## src/rtl/pipe_pkg.sv

```systemverilog
// Shared types and default constants for the pipeline sequencer.
package pipe_pkg;

    localparam int PIPE_FLUSH_DEPTH = 4;
    localparam int PIPE_ADRX_W      = 5;
    localparam int PIPE_CNT_W       = 16;

    typedef enum logic [2:0] {
        ST_RUN        = 3'd0,
        ST_LOAD_STALL = 3'd1,
        ST_FLUSH      = 3'd2,
        ST_HALT_INSN  = 3'd3,
        ST_HALT_DBG   = 3'd4,
        ST_STEP       = 3'd5
    } pipe_state_t;

endpackage

```

## src/rtl/pipe_sequencer_if.sv

```systemverilog
// Hazard/branch/debug inputs and stage-control outputs of the sequencer.
interface pipe_sequencer_if
    import pipe_pkg::*;
#(
    parameter int ADRX_W = PIPE_ADRX_W,
    parameter int CNT_W  = PIPE_CNT_W
) ();
    logic              doBranch;
    logic              decodeHalt;
    logic [ADRX_W-1:0] decodeRfRdAdrx0;
    logic [ADRX_W-1:0] decodeRfRdAdrx1;
    logic              decodeUsesRd1;
    logic [ADRX_W-1:0] execRfWrAdrx;
    logic              execRfWriteEn;
    logic              execDmemResultSel;
    logic              debugHalt;
    logic              debugStep;
    logic              fetchEn;
    logic              decodeEn;
    logic              bubble;
    logic              squash;
    logic              halted;
    logic [CNT_W-1:0]  stallCount;
    logic [CNT_W-1:0]  flushCount;

    // pipeline control side: supplies hazard/branch/debug info
    modport master (
        output doBranch, decodeHalt, decodeRfRdAdrx0, decodeRfRdAdrx1,
               decodeUsesRd1, execRfWrAdrx, execRfWriteEn, execDmemResultSel,
               debugHalt, debugStep,
        input  fetchEn, decodeEn, bubble, squash, halted, stallCount, flushCount
    );

    // sequencer side
    modport slave (
        input  doBranch, decodeHalt, decodeRfRdAdrx0, decodeRfRdAdrx1,
               decodeUsesRd1, execRfWrAdrx, execRfWriteEn, execDmemResultSel,
               debugHalt, debugStep,
        output fetchEn, decodeEn, bubble, squash, halted, stallCount, flushCount
    );
endinterface

```

## src/rtl/hazard_detect.sv

```systemverilog
// Load-use comparator: a load in exec writing a register that decode reads.
module hazard_detect
    import pipe_pkg::*;
#(
    parameter int ADRX_W = PIPE_ADRX_W
) (
    input  logic [ADRX_W-1:0] rd_adrx0,
    input  logic [ADRX_W-1:0] rd_adrx1,
    input  logic              uses_rd1,
    input  logic [ADRX_W-1:0] wr_adrx,
    input  logic              wr_en,
    input  logic              is_load,
    output logic              hazard
);
    // r0 is hardwired zero, so a load targeting it never creates a dependency
    assign hazard = is_load & wr_en & (wr_adrx != '0) &
                    ((wr_adrx == rd_adrx0) | (uses_rd1 & (wr_adrx == rd_adrx1)));
endmodule

```

## src/rtl/pipe_sequencer.sv

```systemverilog
// Pipeline sequencer: one FSM plus flush counter driving stage enables,
// bubble/squash, halt status and saturating stall/flush counters.
module pipe_sequencer
    import pipe_pkg::*;
#(
    parameter int FLUSH_DEPTH = PIPE_FLUSH_DEPTH,
    parameter int ADRX_W      = PIPE_ADRX_W,
    parameter int CNT_W       = PIPE_CNT_W
) (
    input  logic             clk,
    input  logic             reset,
    pipe_sequencer_if.slave  pif
);
    // FLUSH covers the cycles after the doBranch cycle, which squashes on its own
    localparam logic [3:0] FLUSH_LOAD      = 4'(FLUSH_DEPTH - 1);
    localparam bit         FLUSH_ON_BRANCH = (FLUSH_DEPTH > 1);

    pipe_state_t      state;
    logic [3:0]       flush_cnt;
    logic             halted_q;
    logic             hazard;
    logic             fetch_en;
    logic             decode_en;
    logic             bubble_o;
    logic             squash_o;
    logic [CNT_W-1:0] stall_count;
    logic [CNT_W-1:0] flush_count;

    hazard_detect #(.ADRX_W(ADRX_W)) u_hazard (
        .rd_adrx0 (pif.decodeRfRdAdrx0),
        .rd_adrx1 (pif.decodeRfRdAdrx1),
        .uses_rd1 (pif.decodeUsesRd1),
        .wr_adrx  (pif.execRfWrAdrx),
        .wr_en    (pif.execRfWriteEn),
        .is_load  (pif.execDmemResultSel),
        .hazard   (hazard)
    );

    // sequencing FSM with flush counter and registered halt flag
    always_ff @(posedge clk or negedge reset) begin
        if (!reset) begin
            state     <= ST_RUN;
            flush_cnt <= '0;
            halted_q  <= 1'b0;
        end else begin
            case (state)
                ST_RUN: begin
                    if (pif.doBranch) begin
                        if (FLUSH_ON_BRANCH) begin
                            state     <= ST_FLUSH;
                            flush_cnt <= FLUSH_LOAD;
                        end
                    end else if (hazard) begin
                        state <= ST_LOAD_STALL;
                    end else if (pif.decodeHalt) begin
                        state    <= ST_HALT_INSN;
                        halted_q <= 1'b1;
                    end else if (pif.debugHalt) begin
                        state    <= ST_HALT_DBG;
                        halted_q <= 1'b1;
                    end
                end
                ST_LOAD_STALL: begin
                    if (pif.doBranch && FLUSH_ON_BRANCH) begin
                        state     <= ST_FLUSH;
                        flush_cnt <= FLUSH_LOAD;
                    end else begin
                        state <= ST_RUN;
                    end
                end
                ST_FLUSH: begin
                    if (pif.doBranch) begin
                        flush_cnt <= FLUSH_LOAD;
                    end else begin
                        flush_cnt <= flush_cnt - 4'd1;
                        if (flush_cnt <= 4'd1) state <= ST_RUN;
                    end
                end
                ST_HALT_INSN: ;
                ST_HALT_DBG: begin
                    if (pif.debugStep) begin
                        state    <= ST_STEP;
                        halted_q <= 1'b0;
                    end else if (!pif.debugHalt) begin
                        state    <= ST_RUN;
                        halted_q <= 1'b0;
                    end
                end
                ST_STEP: begin
                    // a stalled step keeps stepping until the instruction advances
                    if (!hazard) begin
                        if (pif.debugHalt) begin
                            state    <= ST_HALT_DBG;
                            halted_q <= 1'b1;
                        end else begin
                            state <= ST_RUN;
                        end
                    end
                end
                default: begin
                    state    <= ST_RUN;
                    halted_q <= 1'b0;
                end
            endcase
        end
    end

    // Mealy stage controls from state and current hazard/branch inputs
    always_comb begin
        fetch_en  = 1'b1;
        decode_en = 1'b1;
        bubble_o  = 1'b0;
        case (state)
            ST_LOAD_STALL: begin
                fetch_en  = pif.doBranch;   // let the PC take a branch target
                decode_en = 1'b0;
                bubble_o  = 1'b1;
            end
            ST_HALT_INSN, ST_HALT_DBG: begin
                fetch_en  = 1'b0;
                decode_en = 1'b0;
            end
            ST_STEP: begin
                if (hazard) begin
                    fetch_en  = 1'b0;
                    decode_en = 1'b0;
                    bubble_o  = 1'b1;
                end
            end
            default: ;
        endcase
    end

    assign squash_o = pif.doBranch | (state == ST_FLUSH);

    // saturating performance counters, cleared only by reset
    always_ff @(posedge clk or negedge reset) begin
        if (!reset) begin
            stall_count <= '0;
            flush_count <= '0;
        end else begin
            if (bubble_o && (stall_count != '1)) stall_count <= stall_count + CNT_W'(1);
            if (squash_o && (flush_count != '1)) flush_count <= flush_count + CNT_W'(1);
        end
    end

    assign pif.fetchEn    = fetch_en;
    assign pif.decodeEn   = decode_en;
    assign pif.bubble     = bubble_o;
    assign pif.squash     = squash_o;
    assign pif.halted     = halted_q;
    assign pif.stallCount = stall_count;
    assign pif.flushCount = flush_count;

endmodule

```

## src/flat_wrapper.sv

```systemverilog
// flat-port wrapper written by rule: the top's interface ports become plain ports
module pipe_sequencer_flat import pipe_pkg::*;
#(
    parameter int FLUSH_DEPTH = PIPE_FLUSH_DEPTH,
    parameter int ADRX_W      = PIPE_ADRX_W,
    parameter int CNT_W       = PIPE_CNT_W
)
  (clk, reset, pif_doBranch, pif_decodeHalt, pif_decodeRfRdAdrx0, pif_decodeRfRdAdrx1, pif_decodeUsesRd1, pif_execRfWrAdrx, pif_execRfWriteEn, pif_execDmemResultSel, pif_debugHalt, pif_debugStep, pif_fetchEn, pif_decodeEn, pif_bubble, pif_squash, pif_halted, pif_stallCount, pif_flushCount);
  pipe_sequencer_if #(.ADRX_W(ADRX_W), .CNT_W(CNT_W)) pif_i ();
  input  logic clk;
  input  logic reset;
  input wire logic [$bits(pif_i.doBranch)-1:0] pif_doBranch;
  input wire logic [$bits(pif_i.decodeHalt)-1:0] pif_decodeHalt;
  input wire logic [$bits(pif_i.decodeRfRdAdrx0)-1:0] pif_decodeRfRdAdrx0;
  input wire logic [$bits(pif_i.decodeRfRdAdrx1)-1:0] pif_decodeRfRdAdrx1;
  input wire logic [$bits(pif_i.decodeUsesRd1)-1:0] pif_decodeUsesRd1;
  input wire logic [$bits(pif_i.execRfWrAdrx)-1:0] pif_execRfWrAdrx;
  input wire logic [$bits(pif_i.execRfWriteEn)-1:0] pif_execRfWriteEn;
  input wire logic [$bits(pif_i.execDmemResultSel)-1:0] pif_execDmemResultSel;
  input wire logic [$bits(pif_i.debugHalt)-1:0] pif_debugHalt;
  input wire logic [$bits(pif_i.debugStep)-1:0] pif_debugStep;
  output wire logic [$bits(pif_i.fetchEn)-1:0] pif_fetchEn;
  output wire logic [$bits(pif_i.decodeEn)-1:0] pif_decodeEn;
  output wire logic [$bits(pif_i.bubble)-1:0] pif_bubble;
  output wire logic [$bits(pif_i.squash)-1:0] pif_squash;
  output wire logic [$bits(pif_i.halted)-1:0] pif_halted;
  output wire logic [$bits(pif_i.stallCount)-1:0] pif_stallCount;
  output wire logic [$bits(pif_i.flushCount)-1:0] pif_flushCount;
  assign pif_i.doBranch = pif_doBranch;
  assign pif_i.decodeHalt = pif_decodeHalt;
  assign pif_i.decodeRfRdAdrx0 = pif_decodeRfRdAdrx0;
  assign pif_i.decodeRfRdAdrx1 = pif_decodeRfRdAdrx1;
  assign pif_i.decodeUsesRd1 = pif_decodeUsesRd1;
  assign pif_i.execRfWrAdrx = pif_execRfWrAdrx;
  assign pif_i.execRfWriteEn = pif_execRfWriteEn;
  assign pif_i.execDmemResultSel = pif_execDmemResultSel;
  assign pif_i.debugHalt = pif_debugHalt;
  assign pif_i.debugStep = pif_debugStep;
  assign pif_fetchEn = pif_i.fetchEn;
  assign pif_decodeEn = pif_i.decodeEn;
  assign pif_bubble = pif_i.bubble;
  assign pif_squash = pif_i.squash;
  assign pif_halted = pif_i.halted;
  assign pif_stallCount = pif_i.stallCount;
  assign pif_flushCount = pif_i.flushCount;
  pipe_sequencer #(.FLUSH_DEPTH(FLUSH_DEPTH), .ADRX_W(ADRX_W), .CNT_W(CNT_W)) u_core (.clk(clk), .reset(reset), .pif(pif_i));
endmodule
```

## config.mk

```make
export PLATFORM = sky130hd
export DESIGN_NAME = pipe_sequencer_flat
export DESIGN_NICKNAME = d
export VERILOG_FILES = /design/src/rtl/pipe_pkg.sv /design/src/rtl/pipe_sequencer_if.sv /design/src/rtl/hazard_detect.sv /design/src/rtl/pipe_sequencer.sv /design/src/flat_wrapper.sv
export SDC_FILE = /design/constraint.sdc
export NUM_CORES = 1
export LEC_CHECK = 0
export BUFFER_PORTS_ARGS = -buffer_cell sky130_fd_sc_hd__buf_4
export CORE_MARGIN = 4
export CORE_UTILIZATION = 50
export CTS_CLUSTER_DIAMETER = 50
export CTS_CLUSTER_SIZE = 16
export DETAILED_ROUTE_END_ITERATION = 6
export GPL_ROUTABILITY_DRIVEN = 1
export PLACE_DENSITY = 0.77
export SETUP_SLACK_MARGIN = 0.15
export SYNTH_ARGS = -nofsm -noshare
export SYNTH_HDL_FRONTEND = slang
export SYNTH_SLANG_ARGS = --single-unit
```

## constraint.sdc

```tcl
create_clock -name clk -period 3.68 [get_ports clk]
set_input_delay 0.552 -clock clk [delete_from_list [all_inputs] [get_ports clk]]
set_output_delay 0.552 -clock clk [all_outputs]
set_load 0.05 [all_outputs]
```

==> metrics.md <==
| Metric | Value |
|---|---|
| Routed wire length per instance | 14.01 microns |
| Post-route minimum period | 2.709 ns |
| Leak | 1.354 nW |
| H-tree depth | 2 |
| Pwr Total | 1.796 mW |
| TNS Setup | 0 ns |
| Largest net degree at the start of global routing | 41 |
| Total CTS buffers | 5 |
| Vias per inst | 5.391 |
| DRC | 0 |
| Total grt overflow | 0 |
| Most common cell after layout, fill and taps aside | buf_4 |
| PwrDens | 636.4 nW/um^2 |
| Filler instances | 371 |
| Synth Flop Type | dfrtp_1 |
| Highest clock rate | 369.1 MHz |
| Worst-Margin Slew | 0.5782 ns |
| Crit-path most repeated cell | buf_4 |
| Nature of the critical path endpoint | output pin |
| FF-to-FF setup slack | 1.46 ns |
| Async SR Flop Fraction | 100.0% |
| GRT Overall Usage | 18.28% |
| Root buffer cell | clkbuf_8 |
| Final period util | 73.62% |
| Longest Clk Path Bufs | 2 |
| Synth Cell Area | 2238 sq um |
| Initial core utilization | 51.41% |
| Worst-path clk slew | 0.08 ns |
| Worst R2R Path Depth | 6 |
| Placer Congestion | 0.8426 |
| Clock sinks | 40 |
| Ys Warns | 0 |
| Crit-path max FO | 6 |
| Hold WC Path Type | input pin to asynchronous set/reset pin |
| TritonCTS clock tree | done |
| Worst path cell trace | buf_4 -> or4_1 -> o211ai_2 -> or2_1 -> a21oi_1 -> o21ai_0 -> buf_4 |
| FP Rows | 24 |
| Max_cap viols | 0 |
| Startpoint types | input pin |
| Final hold vios | 0 |
| Yosys cell types | 39 |
| First-pass GRT wire length | 7907 microns |
| Share of layout cells above drive strength 1 | 26.39% |
| Worst r2r src | u_core.state[1] |
| Final Max Slew Viols | 0 |
| Area occupied by multi-input gates | 1154 sq um |
| Area growth from synthesis to final layout | 26.10% |
| Total Routed Length | 4762 microns |
| Commonest cells after routing, fill and taps aside | 61 x buf_4, 40 x dfrtp_1, 21 x xor2_1, 19 x xnor2_1, 17 x nand2_1 |
| Arrival time worst endpoint | 2.16 ns |
| DRT Pass-1 Iters | 4 |
| Post-DP HPWL | 3515 microns |
| Antenna Nets Post-Route | 0 |
| Synthesized area per cell | 9.775 sq um |
| RSZ-0062 raised after global routing | false |
| Boundary Pins | 61 |
| Setup violators final | 0 |
| Initial antenna violation count | 0 |
| Iter 0 DRT Violations | 164 |
| Max_slew headroom | 61.45% |
| Clock Skew | 0.005720 ns |
| Cells after Synth | 229 |
| Status | complete, no violations |
| Post-CTS Resized | 0 |
| Clock Latency Late Sink | 0.30 ns |
| Sequential share of the synthesized area | 44.72% |
| Core ar. | 4354 sq um |
| Nets | 315 |
| Worst r2r dst | u_core.pif.stallCount[10] |
| Post-synth EDFFs | 0 |
| Die Area | 5612 sq um |
| Die width | 74.91 microns |
| Via Count | 1,833 |
| Flops & latches, synth | 40 |
| Number of diodes | 0 |
| Post-CTS Hold Fix Bufs | 0 |
| Synth Net Count | 257 |
| Highest cell delay on the worst timing path | 0.54 ns |
| Maximum vdd drop | 0.0004993 V |
| Reg area | 1001 sq um |
| Critical-path top delay cell | or4_1 |
| Setup Crit Path Kind | input pin to output pin |
| Crit path required time | 3.13 ns |
| Number of global-route vias before repair | 1,755 |
| # Post-CTS Setup Buffers | 0 |
| Die H | 74.91 microns |
| I/O Buffers | 60 |
## layer usage
layer | routed length (microns) | GRT usage [%]
met1 | 2190 | 24.29
met2 | 2184 | 29.40
met3 | 325 | 4.940
met4 | 62 | 5.336
met5 | 0 | 0
## sequential cells by signal (all words and copies together) (netlist names)
signal                 flops
u_core.pif.stallCount     16
u_core.flush_cnt           4
u_core.pif.flushCount     16
u_core.pif.halted          1
u_core.state               3
## final cells by class
cell class	count	area share, %
Inverter	10	1.330
Clock buffer	6	2.571
Sequential cell	40	35.46
Timing Repair Buffer	61	16.22
Multi-Input combinational cell	169	40.87
Tap cell	52	2.305
Clock inverter	2	1.241
## Yosys cell counts (all sizes together) (6+ instances only)
cell type  count  area, sq um
dfrtp         40         1001
xor2          21        183.9
xnor2         19        166.4
nand2         17        63.81
nor3          12        65.06
nand3         11        55.05
nor2          11        41.29
inv           10        37.54
o21ai         10        50.05
a21oi          9        45.04
and3           9        56.30
nor4           9        71.32
clkbuf         7        26.28
nand4          6        37.54
## report_power, final
group | switching (mW) | leakage (nW) | internal, mW | total, mW
clock | 0.156 | 0.0552 | 0.201 | 0.357
combinational | 0.498 | 0.796 | 0.279 | 0.777
sequential | 0.133 | 0.503 | 0.529 | 0.662
## metrics by stage
| stage | cell area, sq um | std cells | worst slack, ns | util, % | hold slack [ns] |
|---|---|---|---|---|---|
| after floorplan | 2238 | 229 | 0.4446 | - | 0.2564 |
| after global placement | 2715 | 332 | 0.9946 | 62.36 | 0.4803 |
| after detailed placement | 2715 | 332 | 0.9696 | 62.36 | 0.4853 |
| after CTS | 2823 | 340 | 0.9599 | 64.83 | 0.2339 |
| after global routing | 2823 | 340 | 0.8375 | 64.83 | 0.2554 |
| final | 2823 | 340 | 0.9707 | 64.83 | 0.2123 |
## how the worst max path moves through the flow
stage	slack, ns	start	endpoint	cells past startpoint
floorplan	0.44	pif_execRfWrAdrx[1]	pif_fetchEn	6
global placement	0.99	pif_execRfWrAdrx[1]	pif_fetchEn	7
detailed placement	0.97	pif_execRfWrAdrx[1]	pif_fetchEn	7
CTS	0.96	pif_execRfWrAdrx[1]	pif_decodeEn	7
global route	0.84	pif_execRfWrAdrx[1]	pif_decodeEn	7
finish	0.97	pif_execRfWrAdrx[1]	pif_fetchEn	7
## cells by family after synthesis
logic type / synth area share (%)
AO/OA/AOI/OAI: 9.782
AND/OR/NAND/NOR: 21.41
XOR/XNOR: 15.65
flip-flops: 44.72
buffers and inverters: 3.745
multiplexers: 2.459
adder cells (fa/ha/maj): 2.236
## critical path, delay by kind of cell
| kind | cells | cell delay, ns |
|---|---|---|
| and+or+nand+nor | 2 | 0.77 |
| buffers and inverters | 2 | 0.34 |
| AOI/OAI and AO/OA | 3 | 0.49 |
(Power assumes the default switching activity.)
